$ cat config.mk
export PLATFORM = sky130hd
export DESIGN_NAME = uart_byte_rx
export DESIGN_NICKNAME = d
export VERILOG_FILES = /design/src/rtl/uart_byte_rx.sv
export SDC_FILE = /design/constraint.sdc
export NUM_CORES = 1
export LEC_CHECK = 0
export ABC_AREA = 1
export CORE_UTILIZATION = 52
export CTS_CLUSTER_SIZE = 14
export DETAILED_ROUTE_END_ITERATION = 16
export PLACE_DENSITY = 0.8
export SETUP_SLACK_MARGIN = 0.02
export SYNTH_ARGS = -nofsm -noshare
export SYNTH_HDL_FRONTEND = slang
export SYNTH_SLANG_ARGS = --single-unit
export TNS_END_PERCENT = 10
$ cat constraint.sdc
create_clock -name clk -period 1.5 [get_ports clk]
set_input_delay 0.15 -clock clk [delete_from_list [all_inputs] [get_ports clk]]
set_output_delay 0.15 -clock clk [all_outputs]
set_load 0.005 [all_outputs]
$ cat src/rtl/uart_byte_rx.sv
// rtl/uart_byte_rx.sv - 8N1 UART byte receiver with held output byte and frame-error flag
module uart_byte_rx #(
    parameter int CLK_FREQ = 100_000_000,
    parameter int BAUD     = 115200
) (
    input  logic       clk,
    input  logic       rst_n,
    input  logic       uart_rxd,
    output logic [7:0] uart_data,
    output logic       uart_done,
    output logic       uart_busy,
    output logic       frame_err
);

    localparam int          BPS_CNT = CLK_FREQ / BAUD;
    localparam logic [15:0] CNT_MAX = 16'(BPS_CNT - 1);
    localparam logic [15:0] CNT_MID = 16'(BPS_CNT / 2 - 1);

    typedef enum logic [2:0] {
        IDLE     = 3'd0,
        START    = 3'd1,
        DATA     = 3'd2,
        STOP     = 3'd3,
        BRK_WAIT = 3'd4
    } state_t;

    state_t      state;
    state_t      state_next;
    logic        rxd_s1;
    logic        rxd_s2;
    logic        rxd_s3;
    logic [15:0] clk_cnt;
    logic [3:0]  bit_cnt;
    logic [7:0]  shift_reg;

    logic        start_edge;
    logic        sample_pt;
    logic        cnt_wrap;
    logic        cnt_run;
    logic        shift_en;
    logic        load_en;
    logic        err_en;

    assign sample_pt  = (clk_cnt == CNT_MID);
    assign cnt_wrap   = (clk_cnt == CNT_MAX);
    assign start_edge = (state == IDLE) && rxd_s3 && !rxd_s2;

    // Two-stage synchroniser for the async line, third stage for falling-edge detect
    always_ff @(posedge clk or negedge rst_n) begin
        if (!rst_n) begin
            rxd_s1 <= 1'b1;
            rxd_s2 <= 1'b1;
            rxd_s3 <= 1'b1;
        end else begin
            rxd_s1 <= uart_rxd;
            rxd_s2 <= rxd_s1;
            rxd_s3 <= rxd_s2;
        end
    end

    // State register
    always_ff @(posedge clk or negedge rst_n) begin
        if (!rst_n) begin
            state <= IDLE;
        end else begin
            state <= state_next;
        end
    end

    // Next-state logic; leaving STOP happens at the stop-bit midpoint so back-to-back frames resync
    always_comb begin
        state_next = state;
        case (state)
            IDLE: begin
                if (start_edge) state_next = START;
            end
            START: begin
                if (sample_pt && rxd_s2) state_next = IDLE;
                else if (cnt_wrap)       state_next = DATA;
            end
            DATA: begin
                if (cnt_wrap && bit_cnt == 4'd7) state_next = STOP;
            end
            STOP: begin
                if (sample_pt) state_next = rxd_s2 ? IDLE : BRK_WAIT;
            end
            BRK_WAIT: begin
                if (rxd_s2) state_next = IDLE;
            end
            default: state_next = IDLE;
        endcase
    end

    // Output and datapath-enable decode from the current state
    always_comb begin
        cnt_run   = 1'b0;
        shift_en  = 1'b0;
        load_en   = 1'b0;
        err_en    = 1'b0;
        uart_busy = 1'b0;
        case (state)
            START: begin
                cnt_run   = (state_next == START) || (state_next == DATA);
                uart_busy = 1'b1;
            end
            DATA: begin
                cnt_run   = 1'b1;
                shift_en  = sample_pt;
                uart_busy = 1'b1;
            end
            STOP: begin
                cnt_run   = !sample_pt;
                load_en   = sample_pt && rxd_s2;
                err_en    = sample_pt && !rxd_s2;
                uart_busy = 1'b1;
            end
            default: begin
                cnt_run   = 1'b0;
            end
        endcase
    end

    // Per-bit clock counter; held at zero whenever no frame slot is being timed
    always_ff @(posedge clk or negedge rst_n) begin
        if (!rst_n) begin
            clk_cnt <= 16'd0;
        end else if (!cnt_run || cnt_wrap) begin
            clk_cnt <= 16'd0;
        end else begin
            clk_cnt <= clk_cnt + 16'd1;
        end
    end

    // Data-bit slot counter, advanced on each slot wrap while in DATA
    always_ff @(posedge clk or negedge rst_n) begin
        if (!rst_n) begin
            bit_cnt <= 4'd0;
        end else if (state != DATA) begin
            bit_cnt <= 4'd0;
        end else if (cnt_wrap) begin
            bit_cnt <= bit_cnt + 4'd1;
        end
    end

    // Right-shift deserialiser, LSB arrives first
    always_ff @(posedge clk or negedge rst_n) begin
        if (!rst_n) begin
            shift_reg <= 8'h00;
        end else if (shift_en) begin
            shift_reg <= {rxd_s2, shift_reg[7:1]};
        end
    end

    // Registered outputs; uart_data only moves on a good stop bit so downstream decode stays stable
    always_ff @(posedge clk or negedge rst_n) begin
        if (!rst_n) begin
            uart_data <= 8'h00;
            uart_done <= 1'b0;
            frame_err <= 1'b0;
        end else begin
            uart_done <= load_en;
            frame_err <= err_en;
            if (load_en) uart_data <= shift_reg;
        end
    end

endmodule

==> impl_metrics.yaml <==
synthesis:
  syn_nets: 237
  yosysSeqAreaShare: 0.518
  netlist_instances: 231
  synth_adder_area_share: 0.0176
  synth-xor-area-share: 0.0534
  synth-seq-cells: 44
  synth.area.mux_share: 0.00469
  yosys.area_share.simple: 0.252
  ys_warn_count: 0
  syn_avg_cell_area_um2: 9.24
  synth_compound_area_frac: 0.0856
  yosysUniqueCellTypes: 27
  synth_top_family_by_area: "simple AND/OR/NAND/NOR gates"
  syn-cell-area_um2: 2130
clock_network:
  clockBufferDepth: 2
  cts_sinks: 44
  clk_latency_ps: 300
  ctsHtreeMaxLevel: 2
  cts_tree: "built"
  cts_inserted_buffers: 5
  cts-root-buf: "clkbuf_8"
  clk_pin_slew_ps: 80
die:
  ios: 14
  rows: 22
  initial_utilization: 0.562
  die-area_um2: 4360
  coreArea_um2: 3800
  die_h_um: 66.1
  dieWidth_um: 66.1
timing:
  fmax_mhz: 631
  slew_headroom: 0.697
  setup_tns_ps: -1390
  hold_viol_final: 0
  rsz0062_at_grt: "true"
  final.min_clock_period_ps: 1580
  fin_ws_ps: -84.8
  drv_slew: 0
  timing.final.crit_share: 1.06
  final-setup-viol-count: 25
  holdWs_ps: 253
  fin_skew_ps: 9.93
  worst_pin_slew_ps: 451
global_routing:
  grt_overflow: 0
  grt_antenna_before_repair: 0
  grt_use_total: 0.220
  grt_pass1_vias: 1600
  grt_max_degree: 29
  grt_pass1_wl_um: 7080
cells_and_area:
  finalNonFillerCells: 318
  area_growth_pct: 23.6
  fillers: 290
  largest_register_ffs: 16
  utilization: 0.694
  stdcell_area_um2: 2640
  final_nets: 275
  drive_above_1_share: 0.278
  antenna_cells: 0
setup_path:
  rr_worst_depth: 12
  cpMaxStageDelayCell: "dfrtp_1"
  cp.required_ps: 1690
  critPathMaxFanout: 16
  cp_top_family: "simple AND/OR/NAND/NOR gates"
  rr_endpoint: "clk_cnt[4]$_DFF_PN0_"
  crit_path_start_kind: "register"
  critPathBufInv: 3
  crit_chain: "inv_1 > ha_1 > nand2_1 > inv_1 > nand2_1 > nor2_2 > nand2_2 > o21bai_2 > nand2_1 > nand2_2 > buf_12 > nor2_1"
  slowest_delay_ps: 400
  path_common_cell: "nand2_1"
  crit_path_end_kind: "register"
  rrSetupSlack_ps: -80
  r2r-start: "clk_cnt[1]$_DFF_PN0_"
  criticalPathCategory: "reg -> reg"
  arrival_ps: 1770
hold_path:
  hp-start: "uart_rxd"
  min_to: "rxd_s1$_DFF_PN1_"
  hold_class: "in -> reg"
  whs_path_depth: 1
pwr:
  powerDensity_nw_per_um2: 998
  total_power_mw: 2.63
  p_leak_nw: 1.18
  peakVddDrop_mv: 0.712
placed_design:
  dp.cells: 304
  hpwl_um: 2690
  io_buffers: 13
  finalWeightedCongestion: 0.882
  placed_area_um2: 2420
  place_ws_ps: -62.0
routing:
  wirelength_um: 4020
  vias: 1620
  drt-vias-per-instance: 5.09
  drt-pass1-iter-count: 4
  wl_per_cell_um: 12.6
  ant_nets: 0
  drt_first_iter_violations: 79
  drcViolationCount: 0
outcome:
  status: "finished, violations left"
  violations: "negative setup slack"
run:
  drv_cap: 0
==> kinds of logic after synthesis <==
| group | Yosys count |
|---|---|
| adders and majority gates | 3 |
| DFF | 44 |
| xor gates and xnor gates | 13 |
| muxes | 1 |
| AOI/OAI and AO/OA | 23 |
| and+or+nand+nor | 116 |
| buffers and inverters | 31 |
==> layer usage <==
metal,routed length [µm],GRT usage
met1,1900,0.290
met2,1930,0.347
met3,122,0.0534
met4,68,0.0904
met5,0,0
==> how the worst max path moves through the flow <==
stage / to / slack [ps] / startpoint / cells past startpoint
global route: clk_cnt[15]$_DFF_PN0_ / -210 / clk_cnt[1]$_DFF_PN0_ / 12
global placement: shift_reg[3]$_DFFE_PN0P_ / -0.9 / clk_cnt[1]$_DFF_PN0_ / 11
finish: clk_cnt[4]$_DFF_PN0_ / -80 / clk_cnt[1]$_DFF_PN0_ / 12
floorplan: clk_cnt[10]$_DFF_PN0_ / 40 / clk_cnt[1]$_DFF_PN0_ / 12
detailed placement: shift_reg[2]$_DFFE_PN0P_ / -60 / clk_cnt[1]$_DFF_PN0_ / 11
CTS: clk_cnt[2]$_DFF_PN0_ / -30 / clk_cnt[1]$_DFF_PN0_ / 12
==> timing repair <==
item                                    CTS  global route
setup buffers                             3             1
endpoints found under the hold margin    16             0
cloned                                    1             0
endpoints found under the setup margin   34            41
hold buffers                              1             0
pin swaps                                 1             0
resized for setup                         5            10
==> area by class of cell <==
class	count	area, µm²	share of cell area
clock buffers	5	68.8	0.0261
repair buffers	34	309	0.117
flip-flops and latches	44	1100	0.419
inverters	27	104	0.0394
clock inverters	3	42.5	0.0161
well taps	48	60.1	0.0228
multi-input cells	157	948	0.360
==> synthesized netlist by cell type, drive strengths merged <==
library cell	count	share of area
o21bai	1	0.0053
inv	27	0.048
xnor2	4	0.016
buf	4	0.021
o211ai	1	0.0035
a21boi	1	0.0035
nand3	20	0.053
ha	3	0.018
dfstp	3	0.037
xor2	9	0.037
nor2	36	0.080
nand2	50	0.093
nor3	8	0.021
dfrtp	41	0.48
o21ai	18	0.069
nand4	2	0.0059
a21oi	2	0.0047
mux2i	1	0.0047
==> power breakdown <==
part / internal, mW / total (mW) / switching, mW / leakage, nW
clock network: 0.493 / 0.897 / 0.404 / 0.0541
logic: 0.180 / 0.432 / 0.252 / 0.533
registers: 1.25 / 1.30 / 0.0576 / 0.596
total: 1.92 / 2.63 / 0.714 / 1.18
==> layout by cell type (no fill, tap or decap), types with 2 or more instances in the layout <==
| master | count |
|---|---|
| o21ai_2 | 15 |
| buf_4 | 18 |
| nand3_4 | 2 |
| nand3_1 | 19 |
| ha_1 | 3 |
| nand4_1 | 2 |
| clkbuf_8 | 5 |
| xnor2_1 | 4 |
| nor2_1 | 20 |
| nor2_2 | 14 |
| dfrtp_1 | 41 |
| nand2_1 | 45 |
| xor2_1 | 9 |
| nor2_4 | 2 |
| o21ai_0 | 3 |
| clkdlybuf4s50_1 | 11 |
| nand2_2 | 4 |
| buf_12 | 2 |
| inv_1 | 25 |
| dfstp_2 | 3 |
| nor3_1 | 7 |
Power figures use the tool's default switching activity.
